`src/rtl/interrupt_controller_if.sv`:
```
// interrupt_controller_if: host register bus, interrupt sources and CPU vector handshake
interface interrupt_controller_if;
  logic [7:0] irq_in;
  logic       wr_en;
  logic [1:0] addr;
  logic [7:0] wr_data;
  logic [7:0] rd_data;
  logic       int_n;
  logic       iack;
  logic [7:0] vector;
  logic       vector_valid;
  modport master (output irq_in, wr_en, addr, wr_data, iack, input rd_data, int_n, vector, vector_valid);
  modport slave (input irq_in, wr_en, addr, wr_data, iack, output rd_data, int_n, vector, vector_valid);
endinterface

```
`src/rtl/interrupt_controller.sv`:
```
// interrupt_controller: 8-source priority interrupt controller; define INTC_EDGE_DETECT_EN for edge capture (level capture otherwise)
module interrupt_controller #(
  parameter logic [7:0] VECTOR_BASE = 8'h40
) (
  input logic clock,
  input logic reset_n,
  interrupt_controller_if.slave bus
);
  typedef enum logic [1:0] {IDLE, REQ, ACK} state_t;
  state_t state, state_nx;
  logic [7:0] mask, pending, pending_nx, active, hw_set, sw_set, clr;
  logic [7:0] vector_q;
  logic [2:0] level, level_q;
  logic in_service, valid_q, ack_take;
`ifdef INTC_EDGE_DETECT_EN
  logic [7:0] irq_prev;
  always_ff @(posedge clock or negedge reset_n)
    if (!reset_n) irq_prev <= '0;
    else irq_prev <= bus.irq_in;
  assign hw_set = bus.irq_in & ~irq_prev;
`else
  assign hw_set = bus.irq_in;
`endif
  assign active = pending & mask;
  always_comb begin
    level = 3'd0;
    for (int i = 0; i < 8; i++) if (active[i]) level = 3'(i);
  end
  // an acknowledge with nothing left to service falls back to IDLE instead of issuing a vector
  assign ack_take = state == REQ && bus.iack && |active;
  assign sw_set = bus.wr_en && bus.addr == 2'd2 ? bus.wr_data : 8'h00;
  assign clr = (bus.wr_en && bus.addr == 2'd1 ? bus.wr_data : 8'h00) | (ack_take ? 8'h01 << level : 8'h00);
  assign pending_nx = (pending & ~clr) | sw_set | hw_set;
  always_ff @(posedge clock or negedge reset_n)
    if (!reset_n) state <= IDLE;
    else state <= state_nx;
  always_comb begin
    state_nx = state;
    case (state)
      IDLE: state_nx = |active ? REQ : IDLE;
      REQ: state_nx = !(|active) ? IDLE : bus.iack ? ACK : REQ;
      ACK: state_nx = bus.iack ? ACK : IDLE;
      default: state_nx = IDLE;
    endcase
  end
  always_ff @(posedge clock or negedge reset_n)
    if (!reset_n) begin
      mask <= '0;
      pending <= '0;
      level_q <= '0;
      in_service <= 1'b0;
      vector_q <= '0;
      valid_q <= 1'b0;
    end else begin
      pending <= pending_nx;
      if (bus.wr_en && bus.addr == 2'd0) mask <= bus.wr_data;
      if (ack_take) begin
        level_q <= level;
        vector_q <= VECTOR_BASE + {5'd0, level};
        valid_q <= 1'b1;
        in_service <= 1'b1;
      end else if (state == ACK && !bus.iack) begin
        valid_q <= 1'b0;
        in_service <= 1'b0;
      end
    end
  assign bus.rd_data = bus.addr == 2'd0 ? mask :
                       bus.addr == 2'd1 ? pending :
                       bus.addr == 2'd2 ? active : {in_service, 4'b0000, level_q};
  assign bus.int_n = state == IDLE;
  assign bus.vector = vector_q;
  assign bus.vector_valid = valid_q;
endmodule

```
`src/flat_wrapper.sv`:
```
// flat-port wrapper written by rule: the top's interface ports become plain ports
module interrupt_controller_flat 
#(
  parameter logic [7:0] VECTOR_BASE = 8'h40
)
  (clock, reset_n, bus_irq_in, bus_wr_en, bus_addr, bus_wr_data, bus_iack, bus_rd_data, bus_int_n, bus_vector, bus_vector_valid);
  interrupt_controller_if bus_i ();
  input logic clock;
  input logic reset_n;
  input wire logic [$bits(bus_i.irq_in)-1:0] bus_irq_in;
  input wire logic [$bits(bus_i.wr_en)-1:0] bus_wr_en;
  input wire logic [$bits(bus_i.addr)-1:0] bus_addr;
  input wire logic [$bits(bus_i.wr_data)-1:0] bus_wr_data;
  input wire logic [$bits(bus_i.iack)-1:0] bus_iack;
  output wire logic [$bits(bus_i.rd_data)-1:0] bus_rd_data;
  output wire logic [$bits(bus_i.int_n)-1:0] bus_int_n;
  output wire logic [$bits(bus_i.vector)-1:0] bus_vector;
  output wire logic [$bits(bus_i.vector_valid)-1:0] bus_vector_valid;
  assign bus_i.irq_in = bus_irq_in;
  assign bus_i.wr_en = bus_wr_en;
  assign bus_i.addr = bus_addr;
  assign bus_i.wr_data = bus_wr_data;
  assign bus_i.iack = bus_iack;
  assign bus_rd_data = bus_i.rd_data;
  assign bus_int_n = bus_i.int_n;
  assign bus_vector = bus_i.vector;
  assign bus_vector_valid = bus_i.vector_valid;
  interrupt_controller #(.VECTOR_BASE(VECTOR_BASE)) u_core (.clock(clock), .reset_n(reset_n), .bus(bus_i));
endmodule
```
`config.mk`:
```
export PLATFORM = sky130hd
export DESIGN_NAME = interrupt_controller_flat
export DESIGN_NICKNAME = d
export VERILOG_FILES = /design/src/rtl/interrupt_controller_if.sv /design/src/rtl/interrupt_controller.sv /design/src/flat_wrapper.sv
export SDC_FILE = /design/constraint.sdc
export NUM_CORES = 1
export LEC_CHECK = 0
export BUFFER_PORTS_ARGS = -buffer_cell sky130_fd_sc_hd__buf_2
export CAP_MARGIN = 25
export CORE_UTILIZATION = 41
export DETAILED_ROUTE_END_ITERATION = 10
export HOLD_SLACK_MARGIN = 0.06
export PLACE_DENSITY = 0.66
export REMOVE_ABC_BUFFERS = 1
export SKIP_LAST_GASP = 1
export SLEW_MARGIN = 25
export SYNTH_ARGS = -nofsm -noshare
export SYNTH_HDL_FRONTEND = slang
export SYNTH_SLANG_ARGS = --single-unit
export TNS_END_PERCENT = 1
```
`constraint.sdc`:
```
create_clock -name clock -period 4.6 [get_ports clock]
set_input_delay 0.92 -clock clock [delete_from_list [all_inputs] [get_ports clock]]
set_output_delay 0.92 -clock clock [all_outputs]
set_load 0.005 [all_outputs]
```
After elaboration in Yosys (flattened, before gate mapping)
Cells that the tools add are included.
W data, S select, Z words.
{"block": "totals", "output_inout_bits": 18, "input_bits": 22, "reg_bits": 30, "elab_cells": 49}
{"block": "op_classes", "bitwise_logic": 6, "addsub": 1, "muxes": 20, "shifts": 1, "eq_ne": 4, "n_reduce_logical": 11}
{"op": "$mux W8", "count": 6}
{"op": "$or A8 B8 Y8", "count": 3}
{"op": "$mux W3", "count": 6}
{"op": "$and A8 B8 Y8", "count": 2}
{"op": "$add A7 B3 Y8 const A", "count": 1}
{"op": "$not A8 Y8", "count": 1}
{"op": "$reduce_or A8 Y1", "count": 1}
{"op": "$shl A1 B3 Y8 const A", "count": 1}
{"op": "$logic_and A1 B1 Y1", "count": 6}
{"op": "$mux W2", "count": 3}
{"op": "$pmux W2 S3", "count": 1}
{"op": "$eq A2 B1 Y1 const B", "count": 2}
{"op": "$eq A2 B2 Y1 const B", "count": 2}
{"op": "$logic_not A2 Y1", "count": 2}
{"op": "$mux W1", "count": 4}
{"op": "$reduce_bool A2 Y1", "count": 1}
{"op": "$logic_not A1 Y1", "count": 1}

Longest topological paths before layout
Gate-level depths: netlist (run 1).
{"block": "logic_depth", "word_depth": 15, "ltp_mapped": 5, "ltp_nobuf": 4}

Worst setup path after synthesis (run 1)
No wires, ideal clock.
{"block": "synth_timing", "path_kind": "input -> output", "from": "input bus_addr[0]", "to": "output bus_rd_data[0]", "cell_stages": 4, "setup_slack_ns": 2.183, "arrival_time_ns": 1.497, "t_required_ns": 3.680, "n_path_buf": 1, "path_cell_list": "buf_2 -> xnor2_1 -> nor2_1 -> nor2_1"}
{"block": "synth_between", "elab_chain_cells": 4, "elab_cells_between_ends": 6, "classes_between": "eq/ne: 2; mux: 3; reduce/logical: 1"}
{"element": "from (decl)", "line": "flat_wrapper.sv:12", "rtl": "input wire logic [$bits(bus_i.addr)-1:0] bus_addr;"}
{"element": "$eq A2 B2 Y1", "line": "interrupt_controller.sv:69", "rtl": "bus.addr == 2'd2 ? active : {in_service, 4'b0000, level_q};"}
{"element": "$mux W8", "line": "interrupt_controller.sv:69"}
{"element": "$mux W8", "line": "interrupt_controller.sv:68", "rtl": "bus.addr == 2'd1 ? pending :"}
{"element": "$mux W8 *", "line": "interrupt_controller.sv:67", "rtl": "assign bus.rd_data = bus.addr == 2'd0 ? mask :"}
{"element": "to (decl)", "line": "flat_wrapper.sv:15", "rtl": "output wire logic [$bits(bus_i.rd_data)-1:0] bus_rd_data;"}
Mark *: on every way between the ends. The rest lies on a longest branch, timed or not.

Worst setup path in the final report (run 1)
{"block": "layout_timing", "from": "input bus_addr[0]", "to": "output bus_rd_data[1]"}
The elaborated chain is that of the path after synthesis.

==> results of run 1 <==
[where the power goes]
group / switching [W] / internal [W] / leakage (nW) / total (W)
clock: 0.0000597 / 0.0000338 / 0.0150 / 0.0000935
sequential: 0.0000474 / 0.000244 / 0.241 / 0.000292
combinational: 0.000102 / 0.0000969 / 0.389 / 0.000199
[registers in the layout (all words and copies together) (netlist names)]
signal and count:
u_core.state 2, u_core.mask 8, u_core.bus.vector 2, u_core.pending 8, u_core.in_service 1, u_core.level_q 2
[layout make-up]
type | count | area, um^2
Timing Repair Buffer | 35 | 175
Inverter | 3 | 11.3
Tap cell | 31 | 38.8
Multi-Input combinational cell | 100 | 663
Fill cell | 266 | 1360
Clock buffer | 4 | 26.3
Sequential cell | 23 | 576
[layout by cell type (no fill, tap or decap), types with 2 or more instances in the layout]
master	synthesis	routed
a32o_1	2	2
nor2_1	13	13
o22ai_1	4	4
a21oi_1	4	4
inv_1	3	3
a221oi_1	2	2
a221o_1	4	4
nand3b_1	3	3
buf_2	1	35
clkbuf_4	0	3
a21o_1	3	3
o21ai_0	6	6
a21boi_0	3	3
a31oi_1	2	2
nand2_1	13	13
conb_1	1	4
nand2b_1	2	2
and3b_1	3	3
and3_1	2	2
a22oi_1	6	6
mux2_2	8	8
dfrtp_1	23	23
o211ai_1	3	3
[worst paths after layout]
kind | startpoint | endpoint | cells after the start
min in group asynchronous | reset_n | u_core.state[0]$_DFF_PN0_ | 1
hold / removal | u_core.bus.vector[6]$_DFFE_PN0P_ | u_core.bus.vector[6]$_DFFE_PN0P_ | 1
max in group asynchronous | reset_n | u_core.mask[1]$_DFFE_PN0P_ | 1
setup / recovery | bus_addr[0] | bus_rd_data[1] | 5
hold reg to reg | u_core.bus.vector[6]$_DFFE_PN0P_ | u_core.bus.vector[6]$_DFFE_PN0P_ | 1
setup reg to reg | u_core.pending[2]$_DFF_PN0_ | u_core.pending[2]$_DFF_PN0_ | 4
[metal layers]
layer / track usage / vias to the layer above / share of wire
li1: - / 560 / -
met2: 0.310 / 45 / 0.48
met3: 0.0223 / 4 / 0.057
met5: 0 / - / 0
met1: 0.277 / 569 / 0.46
met4: 0.0680 / 0 / 0.0081
[cell families after synthesis]
family / Yosys count / share of synthesized area
buf+inv: 11 / 0.0448
xor+xnor: 1 / 0.00682
mux: 8 / 0.0701
other cells: 1 / 0.00292
simple gates: 42 / 0.164
flops: 23 / 0.448
compound gates: 45 / 0.264
[critical path: stages]
cell     delay, ns
buf_2         0.17
xnor2_1       0.35
nor2_1        0.07
nor2_1        0.13
buf_2         0.13
[per-stage QoR]
stage,util,setup slack [ns]
after global routing,0.522,1.78
after CTS,0.522,1.91
after detailed placement,0.513,1.93
after global placement,0.513,1.99
after floorplan,-,2.35
final,0.522,1.90
==> flow_metrics.py, run 1 <==
metrics = {
    "cts": {
        "cts_tree": "done",
        "cts_resized": 0,
        "clk_pin_slew_ns": 0.12,
        "ctsHoldBuffers": 0,
        "cts_made_buffers": 3,
        "cts_num_sinks": 23,
        "ctsLongestPathBuffers": 2,
        "cts_setup_buffers": 0,
        "cts_root_buf": "clkbuf_4",
        "htreeDepth": 1,
        "clock_latency_ns": 0.31,
    },
    "critical_path": {
        "criticalPathCategory": "in -> out",
        "cp_max_fo": 12,
        "cp.arrival_ns": 1.78,
        "crit_required_ns": 3.68,
        "reg2reg_slack_ns": 2.65,
        "start_kind": "input port",
        "endpoint_kind": "output port",
    },
    "hold_path": {
        "hold_path_class": "reg -> reg",
    },
    "floorplanning": {
        "ioPinCount": 40,
        "die_area_um2": 3360,
        "die_x_um": 58.0,
        "die_h_um": 58.0,
        "fp.coreArea_um2": 2850,
        "row_count": 19,
        "start_util": 0.450,
    },
    "job": {
        "drv_cap": 0,
    },
    "logic_synthesis": {
        "synth.top_cells.by_area": "dfrtp_1 45%, mux2_2 7.0%, nand2_1 3.8%",
        "syn_area_um2": 1280,
        "netlist.area_leader.share": 0.448,
        "avgSynthCellArea_um2": 9.81,
        "synth-main-ff-cell": "dfrtp_1",
        "netlist_instances": 131,
        "yosysWarningCount": 0,
        "synth.distinct_cells": 37,
        "synth_seq_area_share": 0.448,
        "ys_seq_elements": 23,
        "synth_edf_count": 0,
        "synth_commonest_cells": "23 x dfrtp_1, 13 x nand2_1, 13 x nor2_1, 8 x mux2_2",
        "synth_top_cell_by_area": "dfrtp_1",
        "async_flop_share": 1.00,
        "synth.most_common_cell": "dfrtp_1",
    },
    "final_layout": {
        "instances_no_fill": 196,
        "num-nets-final": 188,
        "fin_area_um2": 1490,
        "drive_gt1_frac": 0.297,
        "diodes": 0,
        "areaGrowthSynthToFinish_pct": 16.0,
    },
    "sta": {
        "worst_pin_slew_ns": 0.982,
        "hold_violations": 0,
        "setup_viol": 0,
        "post-route-period-util": 0.586,
        "period_minus_slack_ns": 2.70,
        "fin_worst_skew_ns": 0.00336,
        "max_freq_ghz": 0.371,
        "hold_slack_ns": 0.483,
        "rsz0062_at_grt": "false",
        "slew_violations": 0,
        "relSlewSlack": 0.345,
        "tns_ns": 0,
    },
    "place": {
        "place_congestion": 0.794,
        "placed_cell_area_um2": 1460,
        "placedCellCount": 192,
        "io_buffer_count": 35,
        "post-dp-hpwl_um": 2310,
    },
    "drt": {
        "dr_total_vias": 1178,
        "routed_wl_um": 3080,
        "drt_iter0_drc": 92,
        "dr.pass1.iters": 7,
        "route.detailed.drc": 3,
        "vias_per_cell": 6.01,
        "ant_nets": 0,
        "wl_per_cell_um": 15.7,
    },
    "power": {
        "p_per_area_nw_per_um2": 392,
        "p_leak_nw": 0.645,
        "power_w": 0.000584,
        "vdd_drop_max_mv": 0.222,
    },
    "outcome": {
        "violations": "DRC",
        "status": "finished with violations",
    },
    "global_routing": {
        "grt_pass1_vias": 1078,
        "overflow": 0,
        "grt_pass1_wl_um": 5020,
        "antenna_found_initial": 0,
        "grt_max_degree": 24,
        "track_usage": 0.195,
    },
}
(Power assumes the default switching activity.)
==> run 2: changes to the inputs <==
PLACE_DENSITY = 0.69   (was 0.66)
clock period = 2.2 ns   (was 4.6 ns; I/O delays follow)
==> flow_metrics.py, run 2 (synthesis results as in run 1) <==
metrics = {
    "outcome": {
        "status": "finished with violations",
        "violations": "DRC",
    },
    "final_layout": {
        "ff_latch_area_um2": 576,
        "num-nets-final": 190,
        "areaGrowthSynthToFinish_pct": 17.4,
        "multi_input_area_um2": 663,
        "diodes": 0,
        "fillCellCount": 275,
        "most-common-layout-cells": "35 x buf_2, 23 x dfrtp_1, 13 x nand2_1, 13 x nor2_1, 8 x mux2_2",
        "top_regs": "u_core.mask: 8 flops, u_core.pending: 8 flops",
        "final_common_cell": "buf_2",
        "drive_gt1_frac": 0.311,
    },
    "sta": {
        "worst_pin_slew_ns": 0.536,
        "worst_slack_ns": 0.412,
        "tns_ns": 0,
        "period_minus_slack_ns": 1.79,
        "relSlewSlack": 0.643,
        "setup_viol": 0,
        "rsz0062_at_grt": "false",
        "max_freq_ghz": 0.559,
        "post-route-period-util": 0.813,
        "hold_violations": 0,
        "fin_worst_skew_ns": 0.0125,
        "slew_violations": 0,
    },
    "critical_path": {
        "cpMaxStageDelayCell": "a22oi_1",
        "start_kind": "register",
        "rr_worst_depth": 4,
        "worstReg2RegEnd": "u_core.pending[1]$_DFF_PN0_",
        "crit_chain": "a22oi_1 > nand2_1 > or3_1 > o22a_1",
        "cp_max_fo": 6,
        "cp.arrival_ns": 2.01,
        "reg2reg_slack_ns": 0.41,
        "critical_path.max_stage_delay_ns": 0.47,
        "endpoint_kind": "register",
        "crit_required_ns": 2.42,
        "worstReg2RegStart": "u_core.mask[7]$_DFFE_PN0P_",
        "criticalPathCategory": "reg -> reg",
    },
    "cts": {
        "cts_setup_buffers": 0,
        "cts_root_buf": "clkbuf_4",
        "cts_resized": 0,
        "clk_pin_slew_ns": 0.14,
        "ctsLongestPathBuffers": 2,
        "clock_latency_ns": 0.32,
        "cts_num_sinks": 23,
        "htreeDepth": 1,
        "cts_tree": "done",
        "ctsHoldBuffers": 0,
        "cts_made_buffers": 3,
    },
    "drt": {
        "ant_nets": 0,
        "wl_per_cell_um": 16.1,
        "drt_iter0_drc": 34,
        "vias_per_cell": 5.94,
        "dr.pass1.iters": 7,
        "route.detailed.drc": 4,
        "routed_wl_um": 3190,
        "dr_total_vias": 1176,
    },
    "floorplanning": {
        "start_util": 0.450,
        "die_area_um2": 3360,
        "fp.coreArea_um2": 2850,
        "row_count": 19,
        "die_h_um": 58.0,
        "ioPinCount": 40,
        "die_x_um": 58.0,
    },
    "global_routing": {
        "grt_max_degree": 24,
        "overflow": 0,
        "grt_pass1_wl_um": 5390,
        "grt_pass1_vias": 1178,
        "track_usage": 0.206,
        "antenna_found_initial": 0,
    },
    "power": {
        "vdd_drop_max_mv": 0.562,
        "p_per_area_nw_per_um2": 830,
        "p_leak_nw": 0.654,
    },
    "place": {
        "pre_cts_slack_ns": 0.363,
        "place_congestion": 0.793,
        "post-dp-hpwl_um": 2450,
        "io_buffer_count": 35,
    },
    "hold_path": {
        "hold_path_class": "in -> async",
    },
    "job": {
        "drv_cap": 0,
    },
}
[run 2: critical path: cells and delay by family (launching register included)]
kind,cells,cell delay [ns]
AOI/OAI and AO/OA,2,0.65
DFF,1,0.46
and+or+nand+nor,2,0.58
[run 2: routing by layer]
layer	global-route usage	up-vias	wire, um
met5	0	-	0
met2	0.348	49	1580
met4	0.0782	0	42
li1	-	561	-
met1	0.270	560	1400
met3	0.0246	6	167
[run 2: worst max-delay path by stage]
stage | start | end | slack (ns) | depth (start not counted)
4_1_cts | u_core.pending[3]$_DFF_PN0_ | bus_rd_data[3] | 0.44 | 3
5_1_grt | bus_addr[0] | bus_rd_data[7] | 0.35 | 5
3_3_place_gp | bus_addr[0] | u_core.pending[1]$_DFF_PN0_ | 0.42 | 5
6_report | u_core.mask[7]$_DFFE_PN0P_ | u_core.pending[1]$_DFF_PN0_ | 0.41 | 4
3_5_place_dp | bus_addr[0] | u_core.pending[1]$_DFF_PN0_ | 0.36 | 5
2_1_floorplan | u_core.mask[7]$_DFFE_PN0P_ | u_core.pending[1]$_DFF_PN0_ | 0.66 | 4
[run 2: cell type report]
class                           count  share of cell area
Timing Repair Buffer               37               0.126
Inverter                            3             0.00746
Clock inverter                      1             0.00498
Clock buffer                        3              0.0149
Tap cell                           31              0.0257
Sequential cell                    23               0.381
Multi-Input combinational cell    100               0.439
[run 2: power breakdown]
part / internal (W) / switching, W / total [W]
logic: 0.000216 / 0.000217 / 0.000433
registers: 0.000511 / 0.000102 / 0.000613
clock network: 0.0000694 / 0.000137 / 0.000206
[run 2: stage by stage]
| step | hold WS, ns | instances | util | total power [W] | instance area (um^2) |
|---|---|---|---|---|---|
| after floorplan | 0.144 | 126 | - | 0.000855 | 1250 |
| after global placement | 0.447 | 194 | 0.518 | 0.00104 | 1480 |
| after detailed placement | 0.453 | 194 | 0.518 | 0.00105 | 1480 |
| after CTS | 0.0889 | 198 | 0.529 | 0.00126 | 1510 |
| after global routing | 0.102 | 198 | 0.529 | 0.00134 | 1510 |
| final | 0.0757 | 198 | 0.529 | 0.00125 | 1510 |
